===== src/rtl/pio_pkg.sv =====
// rtl/pio_pkg.sv - shared register map and edge-type encoding for PIO slaves
package pio_pkg;

    localparam logic [1:0] PIO_ADDR_DATA    = 2'd0;
    localparam logic [1:0] PIO_ADDR_IRQMASK = 2'd1;
    localparam logic [1:0] PIO_ADDR_EDGECAP = 2'd2;

    typedef enum logic [1:0] {
        RISE = 2'd0,
        FALL = 2'd1,
        ANY  = 2'd2
    } pio_edge_e;

endpackage


===== src/rtl/pio_debounce_bit.sv =====
// rtl/pio_debounce_bit.sv - one-pin synchronizer and debouncer with change events
module pio_debounce_bit #(
    parameter int   DEBOUNCE_CYCLES = 4,
    parameter logic RESET_LEVEL     = 1'b1
) (
    input  logic clk,
    input  logic reset_n,
    input  logic pin,
    output logic level,
    output logic update,
    output logic rise,
    output logic fall
);

    localparam int              CW       = $clog2(DEBOUNCE_CYCLES + 1);
    localparam logic [CW-1:0]   CNT_LAST = CW'(DEBOUNCE_CYCLES - 1);

    logic          sync1;
    logic          sync2;
    logic          stable;
    logic [CW-1:0] cnt;
    logic          expire;

    // The event is combinational so the top can capture it on the same edge that moves stable.
    assign expire = (sync2 != stable) && (cnt == CNT_LAST);

    always_ff @(posedge clk) begin
        if (!reset_n) begin
            sync1  <= RESET_LEVEL;
            sync2  <= RESET_LEVEL;
            stable <= RESET_LEVEL;
            cnt    <= '0;
        end else begin
            sync1 <= pin;
            sync2 <= sync1;
            if (sync2 == stable) begin
                cnt <= '0;
            end else if (cnt == CNT_LAST) begin
                stable <= sync2;
                cnt    <= '0;
            end else begin
                cnt <= cnt + 1'b1;
            end
        end
    end

    assign level  = stable;
    assign update = expire;
    assign rise   = expire & sync2;
    assign fall   = expire & ~sync2;

endmodule


===== src/rtl/pio_edge_in.sv =====
// rtl/pio_edge_in.sv - debounced edge-capturing input PIO slave with maskable irq
module pio_edge_in
    import pio_pkg::*;
#(
    parameter int WIDTH           = 4,
    parameter int DEBOUNCE_CYCLES = 4,
    parameter int EDGE_TYPE       = 2,
    parameter int RESET_LEVEL     = 1
) (
    input  logic             clk,
    input  logic             reset_n,
    input  logic [1:0]       address,
    input  logic             chipselect,
    input  logic             write_n,
    input  logic [WIDTH-1:0] writedata,
    output logic [WIDTH-1:0] readdata,
    input  logic [WIDTH-1:0] in_port,
    output logic             irq
);

    localparam pio_edge_e EDGE_SEL = pio_edge_e'(2'(EDGE_TYPE));

    logic [WIDTH-1:0] data;
    logic [WIDTH-1:0] update;
    logic [WIDTH-1:0] rise;
    logic [WIDTH-1:0] fall;
    logic [WIDTH-1:0] qual;
    logic [WIDTH-1:0] clr;
    logic [WIDTH-1:0] irq_mask;
    logic [WIDTH-1:0] edge_cap;
    logic             wr_en;

    for (genvar i = 0; i < WIDTH; i++) begin : g_bit
        pio_debounce_bit #(
            .DEBOUNCE_CYCLES(DEBOUNCE_CYCLES),
            .RESET_LEVEL    (RESET_LEVEL != 0)
        ) u_db (
            .clk    (clk),
            .reset_n(reset_n),
            .pin    (in_port[i]),
            .level  (data[i]),
            .update (update[i]),
            .rise   (rise[i]),
            .fall   (fall[i])
        );
    end

    assign qual  = (EDGE_SEL == RISE) ? rise :
                   (EDGE_SEL == FALL) ? fall : update;
    assign wr_en = chipselect && !write_n;
    assign clr   = (wr_en && address == PIO_ADDR_EDGECAP) ? writedata : '0;

    // A new edge is OR-ed in after the clear so it survives a simultaneous W1C.
    always_ff @(posedge clk) begin
        if (!reset_n) begin
            irq_mask <= '0;
            edge_cap <= '0;
        end else begin
            if (wr_en && address == PIO_ADDR_IRQMASK) begin
                irq_mask <= writedata;
            end
            edge_cap <= (edge_cap & ~clr) | qual;
        end
    end

    always_comb begin
        readdata = '0;
        case (address)
            PIO_ADDR_DATA:    readdata = data;
            PIO_ADDR_IRQMASK: readdata = irq_mask;
            PIO_ADDR_EDGECAP: readdata = edge_cap;
            default:          readdata = '0;
        endcase
    end

    assign irq = |(edge_cap & irq_mask);

endmodule


===== config.mk =====
export PLATFORM = sky130hd
export DESIGN_NAME = pio_edge_in
export DESIGN_NICKNAME = d
export VERILOG_FILES = /design/src/rtl/pio_pkg.sv /design/src/rtl/pio_debounce_bit.sv /design/src/rtl/pio_edge_in.sv
export SDC_FILE = /design/constraint.sdc
export NUM_CORES = 1
export LEC_CHECK = 0
export BUFFER_PORTS_ARGS = -buffer_cell sky130_fd_sc_hd__buf_4
export CORE_MARGIN = 5
export CORE_UTILIZATION = 50
export DETAILED_ROUTE_END_ITERATION = 16
export PLACE_DENSITY_LB_ADDON = 0.2
export SETUP_SLACK_MARGIN = 0.3
export SYNTH_ARGS = -nofsm -noshare
export SYNTH_HDL_FRONTEND = slang
export SYNTH_HIERARCHICAL = 1
export SYNTH_SLANG_ARGS = --single-unit

===== constraint.sdc =====
create_clock -name clk -period 1.25 [get_ports clk]
set_input_delay 0.25 -clock clk [delete_from_list [all_inputs] [get_ports clk]]
set_output_delay 0.25 -clock clk [all_outputs]
set_load 0.02 [all_outputs]

==> impl_metrics.yaml <==
routing:
  ant_nets: 0
  wl_mm: 3.57
  first_pass_iters: 4
  drt_iter0_drc: 61
  post_drt_wl_per_cell_um: 18.1
  via_per_inst: 5.65
  vias: 1113
  drc: 0
pwr:
  cellPowerDensity_nw_per_um2: 886
  p_leak_nw: 0.852
  irDropWorstVdd_mv: 0.925
sta:
  rsz0062_at_grt: "true"
  hold_viol: 0
  fin_skew_ns: 0.00613
  worst_slew_pin_slew_ns: 0.356
  max_slew_margin_pct: 76.1
  finalSetupViolCount: 6
  drv_slew: 0
  fin_ws_ns: -0.0971
  holdWs_ns: 0.0912
  min_period_ns: 1.35
  fmaxAchievable_mhz: 742
  min_period_over_period_pct: 108
global_routing:
  grt_use_met3_pct: 5.58
  use_met1_pct: 19.9
  grt_max_degree: 37
  overflow: 0
  busiest_layer: "met2"
  antenna_found_initial: 0
  grt_usage_pct: 17.6
  grt_pass1_vias: 1087
  grt_pass1_wl_mm: 4.75
  grt_use_met2_pct: 29.9
cts:
  numCtsBuffers: 5
  postCtsHoldBufs: 0
  tritoncts: "built"
  clockRootBuffer: "clkbuf_4"
  clk_latency_ns: 0.34
  clk_pin_slew_worst_paths_ns: 0.09
  clock-sinks: 32
  cts_htree_levels: 2
  cts.path.max_buffers: 2
critical_path:
  r2r_setup_slack_ns: -0.01
  critPathMaxFanout: 3
  worstSetupPathType: "reg -> out"
  r2r-end: "edge_cap[0]"
  cp-end-kind: "output pin"
  worstPathRequired_ns: 1.00
  r2r_cells: 4
  arrival_ns: 1.10
  r2r-start: "g_bit[0].u_db/level"
  critical_path.startpoint_type: "flip-flop"
min_path:
  min_to: "g_bit[1].u_db/sync1"
  hold_path_class: "in -> reg"
  worst_hold_path.num_cells: 2
  hold_start: "in_port[1]"
synthesis:
  synth_cells: 125
  yosysWarnings: 6
  syn-num-nets: 147
  avgSynthCellArea_um2: 10.7
  syn_area_um2: 1340
floorplan:
  coreArea_um2: 2520
  die_area_um2: 3810
  die_h_um: 61.7
  row_count: 18
  io_pins: 19
  start_util_pct: 53.0
  dieWidth_um: 61.7
layout:
  drive_gt1_share_pct: 64.7
  fin_cells: 197
  nets: 189
  mostFrequentLayoutCell: "buf_4"
  area_growth_pct: 62.3
  layout_common_cells: "buf_4, dfxtp_2, nand2_1, buf_6, dfxtp_1"
  num_antenna_cells: 0
outcome:
  violations: "negative setup slack"
  status: "complete, but fails checks"
placed_design:
  dp_cells: 172
  port_buffers: 18
  gp_congestion: 0.768
  hpwl_mm: 1.74
run:
  drv_cap: 0
[state kept, by name, summed over array words and instances, names as in the netlist]
| signal | count |
|---|---|
| g_bit.u_db/cnt | 12 |
| g_bit.u_db/sync2 | 4 |
| edge_cap | 4 |
| g_bit.u_db/level | 4 |
| g_bit.u_db/sync1 | 4 |
| irq_mask | 4 |
[critical path, stage by stage (launching register included)]
cell and delay, ns:
dfxtp_4 0.37, mux2i_1 0.18, o2bb2ai_2 0.09, buf_6 0.13
[layout make-up]
class | instances | area [um2]
clock buffer | 7 | 65.1
fill | 124 | 354
inverter | 8 | 30.0
multi-input combinational | 82 | 1000
sequential | 32 | 678
tap | 30 | 37.5
timing repair buffer | 38 | 355
[per-layer routing]
metal  vias to the layer above  routed length, um
met5                         -                  0
met2                        31               1890
met1                       546               1380
met4                         0                132
met3                        12                174
li1                        524                  -
[stage by stage]
stage / util, % / power (mW) / area, um2 / worst slack [ns] / setup TNS (ns)
final: 86.0 / 1.92 / 2170 / -0.0971 / -0.422
after global routing: 86.0 / 2.00 / 2170 / -0.149 / -0.732
after CTS: 80.6 / 1.91 / 2030 / -0.0995 / -0.430
after detailed placement: 66.3 / 1.22 / 1670 / 0.0486 / 0
after global placement: 66.3 / 1.22 / 1670 / 0.0856 / 0
after floorplan: - / 1.16 / 1520 / 0.158 / 0
[power breakdown]
group,switching [mW],internal (mW),leakage (nW)
Sequential,0.0170,1.03,0.267
Combinational,0.0916,0.114,0.548
Clock,0.349,0.319,0.0374
Total,0.458,1.46,0.852
[timing repair]
item	CTS	global route
gates cloned	0	0
hold endpoints to repair	0	0
pin swaps	9	7
setup buffers	14	4
endpoints found under the setup margin	25	25
resized for setup	38	21
[worst max-delay path by stage]
stage | end | from
2_1_floorplan | edge_cap[0] | g_bit[0].u_db/cnt[0]
3_3_place_gp | readdata[0] | address[1]
3_5_place_dp | edge_cap[3] | g_bit[3].u_db/level
4_1_cts | readdata[2] | edge_cap[2]
5_1_grt | irq | edge_cap[3]
6_report | readdata[0] | g_bit[0].u_db/level
Note: power is estimated with default switching activity, not from simulation.
